### config.mk
export PLATFORM = sky130hd
export DESIGN_NAME = fp16_sub_seq
export DESIGN_NICKNAME = d
export VERILOG_FILES = /design/src/rtl/fp16_sub_seq.sv
export SDC_FILE = /design/constraint.sdc
export NUM_CORES = 1
export LEC_CHECK = 0
export BUFFER_PORTS_ARGS = -buffer_cell sky130_fd_sc_hd__buf_2
export CORE_ASPECT_RATIO = 2
export CORE_MARGIN = 3
export CORE_UTILIZATION = 52
export DETAILED_ROUTE_END_ITERATION = 10
export GPL_TIMING_DRIVEN = 0
export PLACE_DENSITY = 0.72
export SLEW_MARGIN = 40
export SYNTH_ARGS = -nofsm -noshare
export SYNTH_HDL_FRONTEND = slang
export SYNTH_SLANG_ARGS = --single-unit
### constraint.sdc
create_clock -name clk -period 3.85 [get_ports clk]
set_input_delay 0.385 -clock clk [delete_from_list [all_inputs] [get_ports clk]]
set_output_delay 0.385 -clock clk [all_outputs]
set_load 0.05 [all_outputs]
### src/rtl/fp16_sub_seq.sv
// Sequential fp16 subtractor (A - B): bit-serial alignment and normalization
// under a five-state FSM, with valid/ready handshakes on both sides.
module fp16_sub_seq (
    input  logic        clk,
    input  logic        rst,
    input  logic        in_valid,
    output logic        in_ready,
    input  logic [15:0] in_a,
    input  logic [15:0] in_b,
    output logic        out_valid,
    input  logic        out_ready,
    output logic [15:0] out_data
);

    typedef enum logic [2:0] {IDLE, ALIGN, ADD, NORM, DONE} state_t;

    state_t      state_q, state_d;
    logic        sign_q, sign_d;
    logic        sub_q, sub_d;
    logic [4:0]  exp_q, exp_d;
    logic [11:0] mantL_q, mantL_d;
    logic [11:0] mantS_q, mantS_d;
    logic [3:0]  cnt_q, cnt_d;
    logic [15:0] res_q, res_d;

    logic [4:0]  expA, expB, expDiff;
    logic [11:0] mantA, mantB;
    logic        signB, aBig, special;

    // Operand decode: B's sign is inverted so the datapath only ever adds
    // or subtracts magnitudes; ties in magnitude keep A as the larger.
    assign expA    = in_a[14:10];
    assign expB    = in_b[14:10];
    assign mantA   = (expA == 5'd0) ? 12'd0 : {2'b01, in_a[9:0]};
    assign mantB   = (expB == 5'd0) ? 12'd0 : {2'b01, in_b[9:0]};
    assign signB   = ~in_b[15];
    assign aBig    = (in_a[14:0] >= in_b[14:0]);
    assign expDiff = aBig ? (expA - expB) : (expB - expA);
    assign special = (expA == 5'h1F) || (expB == 5'h1F);

    always_ff @(posedge clk) begin
        if (rst) begin
            state_q <= IDLE;
            sign_q  <= 1'b0;
            sub_q   <= 1'b0;
            exp_q   <= 5'd0;
            mantL_q <= 12'd0;
            mantS_q <= 12'd0;
            cnt_q   <= 4'd0;
            res_q   <= 16'h0000;
        end else begin
            state_q <= state_d;
            sign_q  <= sign_d;
            sub_q   <= sub_d;
            exp_q   <= exp_d;
            mantL_q <= mantL_d;
            mantS_q <= mantS_d;
            cnt_q   <= cnt_d;
            res_q   <= res_d;
        end
    end

    always_comb begin
        state_d = state_q;
        sign_d  = sign_q;
        sub_d   = sub_q;
        exp_d   = exp_q;
        mantL_d = mantL_q;
        mantS_d = mantS_q;
        cnt_d   = cnt_q;
        res_d   = res_q;
        case (state_q)
            IDLE: begin
                if (in_valid) begin
                    if (special) begin
                        res_d   = 16'h7E00;
                        state_d = DONE;
                    end else begin
                        sub_d   = in_a[15] ^ signB;
                        sign_d  = (in_a[15] ^ signB) ? (aBig ? in_a[15] : signB) : in_a[15];
                        exp_d   = aBig ? expA : expB;
                        mantL_d = aBig ? mantA : mantB;
                        mantS_d = aBig ? mantB : mantA;
                        cnt_d   = (expDiff > 5'd12) ? 4'd12 : expDiff[3:0];
                        state_d = ALIGN;
                    end
                end
            end
            ALIGN: begin
                if (cnt_q == 4'd0) begin
                    state_d = ADD;
                end else begin
                    mantS_d = mantS_q >> 1;
                    cnt_d   = cnt_q - 4'd1;
                end
            end
            ADD: begin
                mantL_d = sub_q ? (mantL_q - mantS_q) : (mantL_q + mantS_q);
                state_d = NORM;
            end
            NORM: begin
                if (mantL_q == 12'd0) begin
                    res_d   = 16'h0000;
                    state_d = DONE;
                end else if (mantL_q[11]) begin
                    mantL_d = mantL_q >> 1;
                    exp_d   = exp_q + 5'd1;
                    if (exp_q == 5'd30) begin
                        res_d   = {sign_q, 5'h1F, 10'h000};
                        state_d = DONE;
                    end
                end else if (mantL_q[10]) begin
                    res_d   = {sign_q, exp_q, mantL_q[9:0]};
                    state_d = DONE;
                end else begin
                    // Left shift cannot lose bits: bit11 is known clear here.
                    mantL_d = mantL_q << 1;
                    exp_d   = exp_q - 5'd1;
                    if (exp_q == 5'd1) begin
                        res_d   = {sign_q, 15'h0000};
                        state_d = DONE;
                    end
                end
            end
            DONE: begin
                if (out_ready) begin
                    state_d = IDLE;
                end
            end
            default: state_d = IDLE;
        endcase
    end

    always_comb begin
        in_ready  = (state_q == IDLE);
        out_valid = (state_q == DONE);
        out_data  = res_q;
    end

endmodule

==> results of run 1 <==
-- cell type report --
cell class	count	share of cell area, %
well taps	98	2.439
clock inverters	3	0.4978
clock buffers	5	2.489
multi-input cells	474	61.25
flip-flops and latches	53	21.11
repair buffers	53	5.276
inverters	42	3.136
plain buffers	36	3.808
-- critical path, stage by stage (launching register included) --
cell	delay, ns
dfxtp_1	0.37
or3_4	0.42
nor3b_1	0.39
a21oi_1	0.15
xnor2_1	0.21
ha_1	0.33
a21oi_1	0.15
nand2_1	0.08
a221oi_1	0.35
mux2i_1	0.26
a21oi_1	0.10
o32ai_1	0.34
-- report_power, final --
| part | switching [W] | internal (W) |
|---|---|---|
| Combinational | 0.00152 | 0.00110 |
| Sequential | 0.000220 | 0.000693 |
| Clock | 0.000230 | 0.000245 |
| Total | 0.00197 | 0.00204 |
-- cell families (layout without fill, tap and decap cells) --
kind of cell             Yosys count  after routing  share of synthesized area (%)
AO/OA/AOI/OAI                    184            184                          28.23
XOR/XNOR                          21             21                          4.097
adder cells (fa/ha/maj)           40             40                          11.65
buffers and inverters             78            139                          7.776
flip-flops                        53             53                          23.63
multiplexers                      10             10                          2.313
AND/OR/NAND/NOR                  219            219                          22.30
-- metal layers --
metal	track usage (%)	vias to the layer above	share of wire, %
met5	0	-	0
met4	16.42	0	5.6
met3	2.337	48	3.3
met2	51.59	172	53
met1	28.46	2145	38
li1	-	2286	-
-- final timing paths --
path,endpoint,slack (ns),cells past startpoint,startpoint
min,state_q[2],0.40,3,out_ready
max,mantL_q[11],0.60,11,mantS_q[2]
min reg2reg,out_data[15],0.47,2,out_data[15]
max reg2reg,mantL_q[11],0.60,11,mantS_q[2]
-- sequential cells by signal, summed over array words and instances (netlist names) --
register	cells
out_data	16
mantL_q	12
mantS_q	11
exp_q	5
cnt_q	4
state_q	3
sign_q	1
sub_q	1
-- Yosys cell counts, drive strengths merged (11+ instances only) --
library cell and count:
buf 17, a21oi 55, ha 37, inv 42, nor3 23, nand2 66
xnor2 18, a31oi 13, o21ai 32, clkbuf 19, nor2 77, a211oi 11
dfxtp 53, nand3 17, a22oi 11
-- stage by stage --
stage | utilization [%] | total power (W)
6_report | 60.20 | 0.004005
5_1_grt | 60.20 | 0.004289
4_1_cts | 60.20 | 0.003960
3_5_place_dp | 58.41 | 0.003477
3_3_place_gp | 58.41 | 0.003405
2_1_floorplan | - | 0.002902
==> reports/results.txt, run 1 <==
The die is 71.70 um wide. Excluding fillers, the count of instances in the completed layout stands at 764. Once placement completed, the tool counted placed cells totaling 756.

Via-per-instance ratio: 6.088. The number of port buffers was 53. For the number of resized instances in the post-cts repair step, the log shows 0.

The DRC violation count after routing came out at 0. For this run, asynchronously set or reset flops after synthesis account for 0%. At the worst endpoint, the arrival time is 3.44 ns. The clock insertion delay at the later pin of the skew report came out at 0.30 ns. The relative slew slack is 53.52%. The via count of the first global-routing pass was 4,411.

The worst setup path is captured at a flip-flop. Summing all multi-input logic gate instances after layout gives 3079 um^2. The tools report the CTS root buffer as clkbuf_16. Setup total negative slack on the finished layout was measured at 0 ns.

The final worst-path cycle share came out at 84.45%. The synthesized design contains 53 register bits. The number of setup violations in the final report came out at 0. The largest buffer count on any clock path was 2. From bottom edge to top edge, the die measures 137.4 um. The floorplan step defined a core boundary enclosing 8351 um^2. The average instance in the mapped netlist occupies 7.420 um^2. The clock transition time at the flip-flop clock pins of the worst setup and hold paths was 0.07 ns. Most common cell after layout, fill and taps aside: nor2_1. The critical path launch point type was a flip-flop. Static timing analysis puts the maximum clock frequency at 0.3076 GHz. For the worst clock skew, the log shows 0.003989 ns.

Summing the sequential cell areas from Yosys gives 23.63% of the chip area. The die covers 9852 um^2. Once layout is done, the placed cells without fillers occupy 5027 um^2.

In the global route stage, overall resource usage came out at 27.37%. The final route contains 4,651 vias. The logs give 4489 um^2 for the cell area after synthesis and 0 for the number of antenna violations at the first check in global routing.

Once the floorplan was initialized, standard cells occupied 53.76% of the core. At the pin with the least slew margin, the transition time is 0.6972 ns. The clock net in this run drives a total of 53 sinks. The leakage power figure came out at 2.163 nW. The area share of the leading cell type in the synthesized netlist was 23.63%; the largest fanout of any net on the critical path was 6. In the final layout, flip-flops and latches occupy 1061 um^2. The count of pins over their slew limit was 0; the instance area after placement was 4877 um^2.

During I/O placement, the number of pins put on the boundary was 54. The row count is 47, and the maximum number of pins on one net before global-route repair is 19. The HPWL after detailed placement is 10.66 mm. In this run, post-CTS hold repair placed 0 buffers. The synthesized design contains 0 enable-type register cells. The synthesized design spends more area on one cell type than any other, namely dfxtp_1. The clock buffer count from CTS is 5. From synthesis to final layout, the design area changed by 11.98%. The fraction of final layout cells with drive strength greater than 1 is 15.47%. Yosys printed 0 warnings. For the routability congestion estimate from global placement, the log shows 0.9765. The run gives 811 as the number of filler instances in the final layout. The tools report the worst slack after detailed placement as 0.6584 ns. The flow ran to the end, and the final reports show no timing, DRC or antenna violations.

For this block, the routed nets add up to 13.31 mm of wire. Setup repair after global routing left no endpoint under its margin. The net count of the finished layout is 741. The critical path is of the flip-flop to flip-flop type. Max-cap violations in this run came to 0. After detailed routing, the average wire length per cell comes to 17.42 um. The count of H-tree levels built during CTS was 2. The worst hold path belongs to the class input port to flip-flop. The number of setup buffers added after CTS came out at 0. Among all flip-flop cells after synthesis, the most frequent one is dfxtp_1. For the antenna diode count, the log shows 0. The run gives 605 as the synthesized instance count. Leaving out fill and tap cells, the most frequent cells in the layout are nor2_1 (74), nand2_1 (66), buf_2 (62).

The first global-routing pass estimated 21.22 mm of wire. The tools report the number of routed nets with antenna violations as 0. The first detailed-routing pass took 5 iterations. The DRC violation total after the first TritonRoute iteration was 360.

For the required arrival time at the worst endpoint, the log shows 4.04 ns. The number of hold violations in the final report is 0. TritonCTS built the clock tree.

VDD sags by at most 287.0 uV. The clock period minus worst slack works out to 3.251 ns. Across all hold checks on the routed design, the worst slack comes to 0.4009 ns. For this design the ratio of total power to cell area is 796.6 nW/um^2. The tools report the smallest setup slack after layout as 0.5988 ns.

Ranked by total cell area, the synthesized netlist is headed by dfxtp_1 (24%), ha_1 (10%), nor2_1 (6.2%). The synthesized net count is 681, and the number of different library cells in the post-synthesis netlist is 67. After global routing the overflow that remains totals 0.
Note: power is estimated with default switching activity, not from simulation.
==> run 2, diff against run 1 <==
==> constraint.sdc (replaced) <==
create_clock -name clk -period 3.05 [get_ports clk]
set_input_delay 0.305 -clock clk [delete_from_list [all_inputs] [get_ports clk]]
set_output_delay 0.305 -clock clk [all_outputs]
set_load 0.05 [all_outputs]
==> run 2 against run 1 <==
Effect of this change: utilization grew 0.93 points; global-route usage up 0.19 points; worst hold slack worse by 0.074 ns; first-iteration DRC count rose by 13%; routed wire length is 1.7% higher; die area stayed put.
==> reports/results.txt, run 2 (synthesized netlist as in run 1, its figures left out) <==
The via count of the first global-routing pass was 4,420. The count of nets left with antenna violations once routing finished came out at 0. The critical path launch point type was a flip-flop.

Clock tree synthesis inserted a total of 5 buffers. The maximum number of pins on one net before global-route repair was 19; the count of pins over their slew limit was 0. The required arrival time at the worst endpoint is 3.26 ns, and the area overhead of the layout relative to synthesis is 13.71%.

The maximum operating frequency was 0.3357 GHz; the total global-route track usage was 27.57%. The tree built by TritonCTS fans out to 53 sinks. Summing all flip-flop and latch instances after layout gives 1065 um^2. The worst path uses 97.68% of the clock period.

Across the routed clock network, the largest skew measured is 0.005258 ns. For the clock insertion delay at the later pin of the skew report, the log shows 0.30 ns. Input and output buffers added on the ports amount to 53.

In the layout the commonest cells are nor2_1 (74), nand2_1 (66), buf_2 (62). The register with the most flip-flops in the layout has 16 of them. Counting tap cells, the placed design contains a total of 756 instances. For this block, the initial DRC count from the detailed router was 406. The cell internal power dissipation was 0.002691 W; the die extent in x was 71.70 um. The DRC violation count after routing is 0. The run gives 0 as the number of antenna violations at the first check in global routing.

The number of cells in the finished layout apart from fillers was 766; the initial core utilization was 53.76%. Routability-driven placement finished with a final weighted congestion of 0.9765. The root buffer cell chosen for the clock tree is clkbuf_16. The transition time of the tightest slew-check pin is 0.7354 ns, and the number of iterations in the first detailed-routing pass is 7. The total buffers and inverters traversed by the critical path was 0. Along the worst path, the maximum fanout reaches 6.

In this design, the stage delay of the slowest critical-path cell is 0.43 ns. The sequential share of power is 21.9%, and the core region area is 8351 um^2. Setup violations remaining at the end of the flow were counted as 0. The area of the die is 9852 um^2. Power spread over the standard cell area amounts to 1039 nW/um^2.

Walking the worst path, the cells encountered are or3_4 > nor3_1 > nor2_1 > xnor2_1 > ha_1 > o21a_1 > o21ai_0 > a21oi_2 > a221oi_2 > mux2i_1 > a21oi_1 > o32ai_2. The slowest stage of the critical path belongs to the cell or3_4. The flow ran to the end, and the final reports show no timing, DRC or antenna violations.

The clock transition time at the flip-flop clock pins of the worst setup and hold paths is 0.07 ns. The logs give 54 for the I/O pin count and 11.2% for the share of total power in the clock network. The total overflow left after global routing is 0. The number of hold violations in the final report is 0, and the net total in the final layout is 743.

The detailed placement HPWL was 10.66 mm; the count of H-tree levels built during CTS was 2. The total of max-cap violations is 0, and the via-per-instance ratio is 6.127. The die is 137.4 um tall. The tools report the footprint of the multi-input gates as 3137 um^2. Summed over all cells, the static leakage comes to 2.195 nW. Net switching is 49.26% of the power. Wires add up to 13.53 mm. The logs give 3.19 ns for the data arrival time at the worst-slack endpoint and 0.3267 ns for the worst hold slack after final layout. In the final layout, the share of cells above drive strength 1 is 17.66%.

For the hold-fix buffer count after cts, the log shows 0. The kind of critical path was flip-flop to flip-flop. The switching power came out at 0.002612 W. The most common cell after layout, fill and taps aside was nor2_1. The tools report the wire length of the first global-routing pass as 21.38 mm. The worst hold path belongs to the class input port to flip-flop.

TritonCTS built the clock tree. The tools report the capturing element type of the critical path as a flip-flop. The worst pin sits at a relative slew slack of 50.97%. After detailed routing, the average wire length per cell comes to 17.67 um.

The number of antenna diodes in the final layout is 0. The floorplan has 47 rows. The run gives 4,693 as the number of vias after detailed routing. The logs give 2 for the largest buffer count on any clock path and 66.8% for the combinational cell fraction of total power. The kind of cell with the highest combined delay along the critical path is compound AO/OA/AOI/OAI gates. VDD sags by at most 402.8 uV. The clock period minus worst slack was 2.979 ns; the number of filler instances in the final layout was 796.
[run 2: worst paths after layout]
kind | slack [ns] | end | depth (start not counted) | from
max | 0.07 | mantL_q[11] | 12 | mantS_q[2]
min | 0.33 | state_q[2] | 3 | out_ready
max reg2reg | 0.07 | mantL_q[11] | 12 | mantS_q[2]
min reg2reg | 0.46 | out_data[15] | 2 | out_data[15]
[run 2: layout make-up]
| class | count | area share, % |
|---|---|---|
| plain buffers | 36 | 3.775 |
| clock buffers | 5 | 2.451 |
| clock inverters | 3 | 0.4902 |
| inverters | 42 | 3.088 |
| multi-input cells | 474 | 61.45 |
| flip-flops and latches | 53 | 20.86 |
| well taps | 98 | 2.402 |
| repair buffers | 55 | 5.490 |
[run 2: worst min-delay path, cell delays in order]
cell and delay (ns):
buf_2 0.07, nand2b_1 0.13, a21oi_1 0.07
[run 2: through the flow]
stage / utilization [%] / TNS, ns / worst slack, ns / cell area [um^2] / total power, W
2_1_floorplan: - / 0 / 0.3014 / 4489 / 0.003663
3_3_place_gp: 58.41 / -0.1059 / -0.1059 / 4877 / 0.004299
3_5_place_dp: 58.41 / -0.2162 / -0.1416 / 4877 / 0.004389
4_1_cts: 60.46 / 0 / 0.02919 / 5049 / 0.005044
5_1_grt: 61.13 / -0.05340 / -0.05340 / 5105 / 0.005655
6_report: 61.13 / 0 / 0.07082 / 5105 / 0.005303
[run 2: what timing repair did]
action	4_1_cts	5_1_grt
setup endpoints to repair	3	4
pin swaps	0	3
setup buffers	0	2
resized for setup	5	11
[run 2: power by group through the flow]
stage | Combinational [W] | Sequential [W] | Clock [W]
2_1_floorplan | 0.00257 | 0.00109 | 0
3_3_place_gp | 0.00315 | 0.00115 | 0
3_5_place_dp | 0.00323 | 0.00116 | 0
4_1_cts | 0.00330 | 0.00114 | 0.000600
5_1_grt | 0.00385 | 0.00119 | 0.000624
6_report | 0.00354 | 0.00116 | 0.000597
[run 2: routing by layer]
| layer | GRT usage [%] | share of wire, % |
|---|---|---|
| met5 | 0 | 0 |
| met4 | 16.84 | 6.5 |
| met3 | 2.191 | 3.7 |
| met2 | 51.59 | 53 |
| met1 | 28.96 | 37 |
==> run 3, diff against run 2 <==
--- a/config.mk
+++ b/config.mk
@@ -10,7 +10,6 @@
 export CORE_MARGIN = 3
 export CORE_UTILIZATION = 52
 export DETAILED_ROUTE_END_ITERATION = 10
-export GPL_TIMING_DRIVEN = 0
 export PLACE_DENSITY = 0.72
 export SLEW_MARGIN = 40
 export SYNTH_ARGS = -nofsm -noshare
==> run 3 against run 2 <==
Effect of this change: register-to-register slack worse by 0.03 ns; clock power is 2% lower; setup slack worse by 0.028 ns; worst hold slack worse by 0.0011 ns; critical path type unchanged; critical endpoint unchanged; largest power group unchanged.
==> reports/results.txt, run 3 (synthesized netlist as in run 1, its figures left out) <==
The run finished with clean final reports. The placed instances occupy a cell area of 4881 um^2. Class of the tightest hold or removal check: input port to flip-flop. Transition time of the tightest slew-check pin: 0.7276 ns. The overall power consumption is 0.005434 W. The number of clock buffers added by TritonCTS is 5.

The detailed router placed 4,535 vias in this run. The logs give 755 for the number of cells in the finished layout apart from fillers and 47 for the maximum number of pins on one net before global-route repair. The tree is rooted in a clkbuf_16. The fraction of final layout cells with drive strength greater than 1 was 19.79%; the leakage power figure was 2.215 nW. The required arrival time at the worst endpoint was 3.26 ns. For this configuration, the core starts out at a cell density of 53.76%. IR analysis of the VDD net gives a maximum drop of 441.0 uV. For flop-to-flop paths, the worst setup slack is 0.04 ns. The largest fanout of any net on the critical path came out at 5. The final layout contains 732 nets. The share of total power dissipated in sequential elements is 20.1%. With fillers left out, the area of the finished cells amounts to 5152 um^2. The analysis attributes to net switching a power of 0.002572 W. Number of routed nets with antenna violations: 0. In this run the tightest slew margin relative to its limit is 51.28%. The combinational cell fraction of total power is 69.1%.

The layout has 792 filler cells. Number of antenna violations at the first check in global routing: 0. The total grt overflow was 0; the number of setup violations in the final report was 0. Leaving out fill and tap cells, the most frequent cell in the layout is nor2_1. The DRC violation count after routing is 0, and the setup TNS is 0 ns.

The flip-flop count of the largest register, all copies and words added works out to 16. The worst clock skew was 0.007923 ns; the number of hold violations in the final report was 0. In this run the critical register-to-register path is launched from mantS_q[3]. For the clock insertion delay at the later pin of the skew report, the log shows 0.30 ns. The floorplan step set the die height to 137.4 um. Clock tree synthesis found a total of 53 sinks. The clock passes through at most 2 buffers. The clock transition time at the flip-flop clock pins of the worst setup and hold paths was 0.08 ns. The worst hold path was traced through 3 stages. After detailed routing, the average wire length per cell comes to 16.32 um.

Before antenna repair, the detailed router went through 5 iterations. The startpoint identified for the worst hold timing path is out_ready. For the detailed placement HPWL, the log shows 9.641 mm. The clock period minus worst slack is 3.007 ns. The data arrival time at the worst-slack endpoint was 3.22 ns. The tools report the count of pins over their slew limit as 0. The floorplan step defined a die boundary enclosing 9852 um^2. After detailed routing, the number of vias per cell comes to 6.007. The first global-routing pass estimated 19.86 mm of wire. The die extent in x was 71.70 um. For this run, the top clock speed supported by timing is 0.3326 GHz. In this run the core area contains 47 standard-cell rows. The library cells used most frequently in the layout, excluding fill and tap cells, are nor2_1 (74), nand2_1 (65), buf_2 (52). The capturing element type of the critical path was a flip-flop.

The endpoint identified for the worst register-to-register timing path is mantL_q[11]. During placement, the flow inserted port buffers numbering 53. After floorplanning, the core was sized to cover 8351 um^2.

The share of total power in the clock network came out at 10.8%. The first routing iteration left 234 violations. TritonCTS built the clock tree.

The worst hold path terminates at state_q[2]. During I/O placement, the number of pins put on the boundary was 54. In this run the number of H-tree levels came out at 2.

Summed over all layers, the routed wires come to 12.32 mm. The power density over cell area is 1055 nW/um^2, and the worst hold slack after final layout is 0.3256 ns. Compared with the post-synthesis result, the final layout area differs by 14.77%. The critical path is of the flip-flop to flip-flop type.

The number of antenna diodes in the final layout is 0. The total of max-cap violations is 0, and the placed cell count is 743. The run gives 4,259 as the via count of the first global-routing pass. Global routing used 24.88% of the available tracks. Critical path launch point type: a flip-flop. Setup repair after global routing could not meet its margin everywhere.

The cell internal power dissipation was 0.002862 W; the hold-fix buffer count after cts was 0. Net switching is 47.34% of the power. The number of cells on the worst reg-to-reg path is 11. Routability-driven placement finished with a final weighted congestion of 0.9502. Final worst-path cycle share: 98.58%.
## run 3: cell types whose count changed in the layout (fill, tap and decap cells not counted), sizes merged
cell,previous run,this run
clkbuf,24,5
inv,43,44
buf,72,80
clkinv,1,0
## run 3: cell type report
type	count	area, um^2	area share [%]
clock buffers	5	125.1	2.428
clock inverters	3	25.02	0.4857
inverters	42	157.7	3.060
multi-input cells	474	3173	61.58
flip-flops and latches	53	1066	20.69
well taps	98	122.6	2.380
repair buffers	80	483.0	9.373
## run 3: metrics by stage
stage / utilization, % / worst slack [ns]
5_1_grt: 61.70 / -0.09256
2_1_floorplan: - / 0.3014
4_1_cts: 60.32 / 0.008773
6_report: 61.70 / 0.04323
3_5_place_dp: 58.45 / -0.02983
3_3_place_gp: 58.42 / 0.07835
## run 3: worst max-delay path by stage
stage / start / end / slack, ns
2_1_floorplan: mantS_q[2] / mantL_q[11] / 0.30
3_3_place_gp: mantS_q[3] / mantL_q[11] / 0.08
3_5_place_dp: mantS_q[0] / mantL_q[11] / -0.03
4_1_cts: mantS_q[3] / mantL_q[8] / 0.009
5_1_grt: mantS_q[3] / mantL_q[11] / -0.09
6_report: mantS_q[3] / mantL_q[11] / 0.04
## run 3: power groups by stage
stage	Combinational [W]	Clock, W	Sequential, W
finish	0.00375	0.000587	0.00109
global route	0.00411	0.000617	0.00112
CTS	0.00333	0.000591	0.00108
detailed placement	0.00330	0	0.00110
global placement	0.00321	0	0.00109
floorplan	0.00257	0	0.00109
## run 3: routing by layer
layer | share of wire (%) | GRT usage, % | vias to the layer above
met2 | 55 | 47.59 | 115
met1 | 39 | 26.77 | 2120
li1 | - | - | 2270
met4 | 3.4 | 10.67 | 0
met5 | 0 | 0 | -
met3 | 3.0 | 2.630 | 30
## run 3: repair_timing
item / CTS / global route
endpoints found under the setup margin: 1 / 6
buffers inserted: 0 / 4
gates resized for setup: 1 / 19
pin swaps: 0 / 13
## run 3: worst max-delay path: stages, from the launching register on
cell and delay [ns]:
dfxtp_2 0.35, or3_4 0.43, nor4_4 0.32, buf_4 0.16, a21oi_1 0.07, xnor2_1 0.14, ha_1 0.35, buf_4 0.17
a221oi_4 0.28, mux2i_1 0.27, a21oi_1 0.10, o32ai_1 0.29
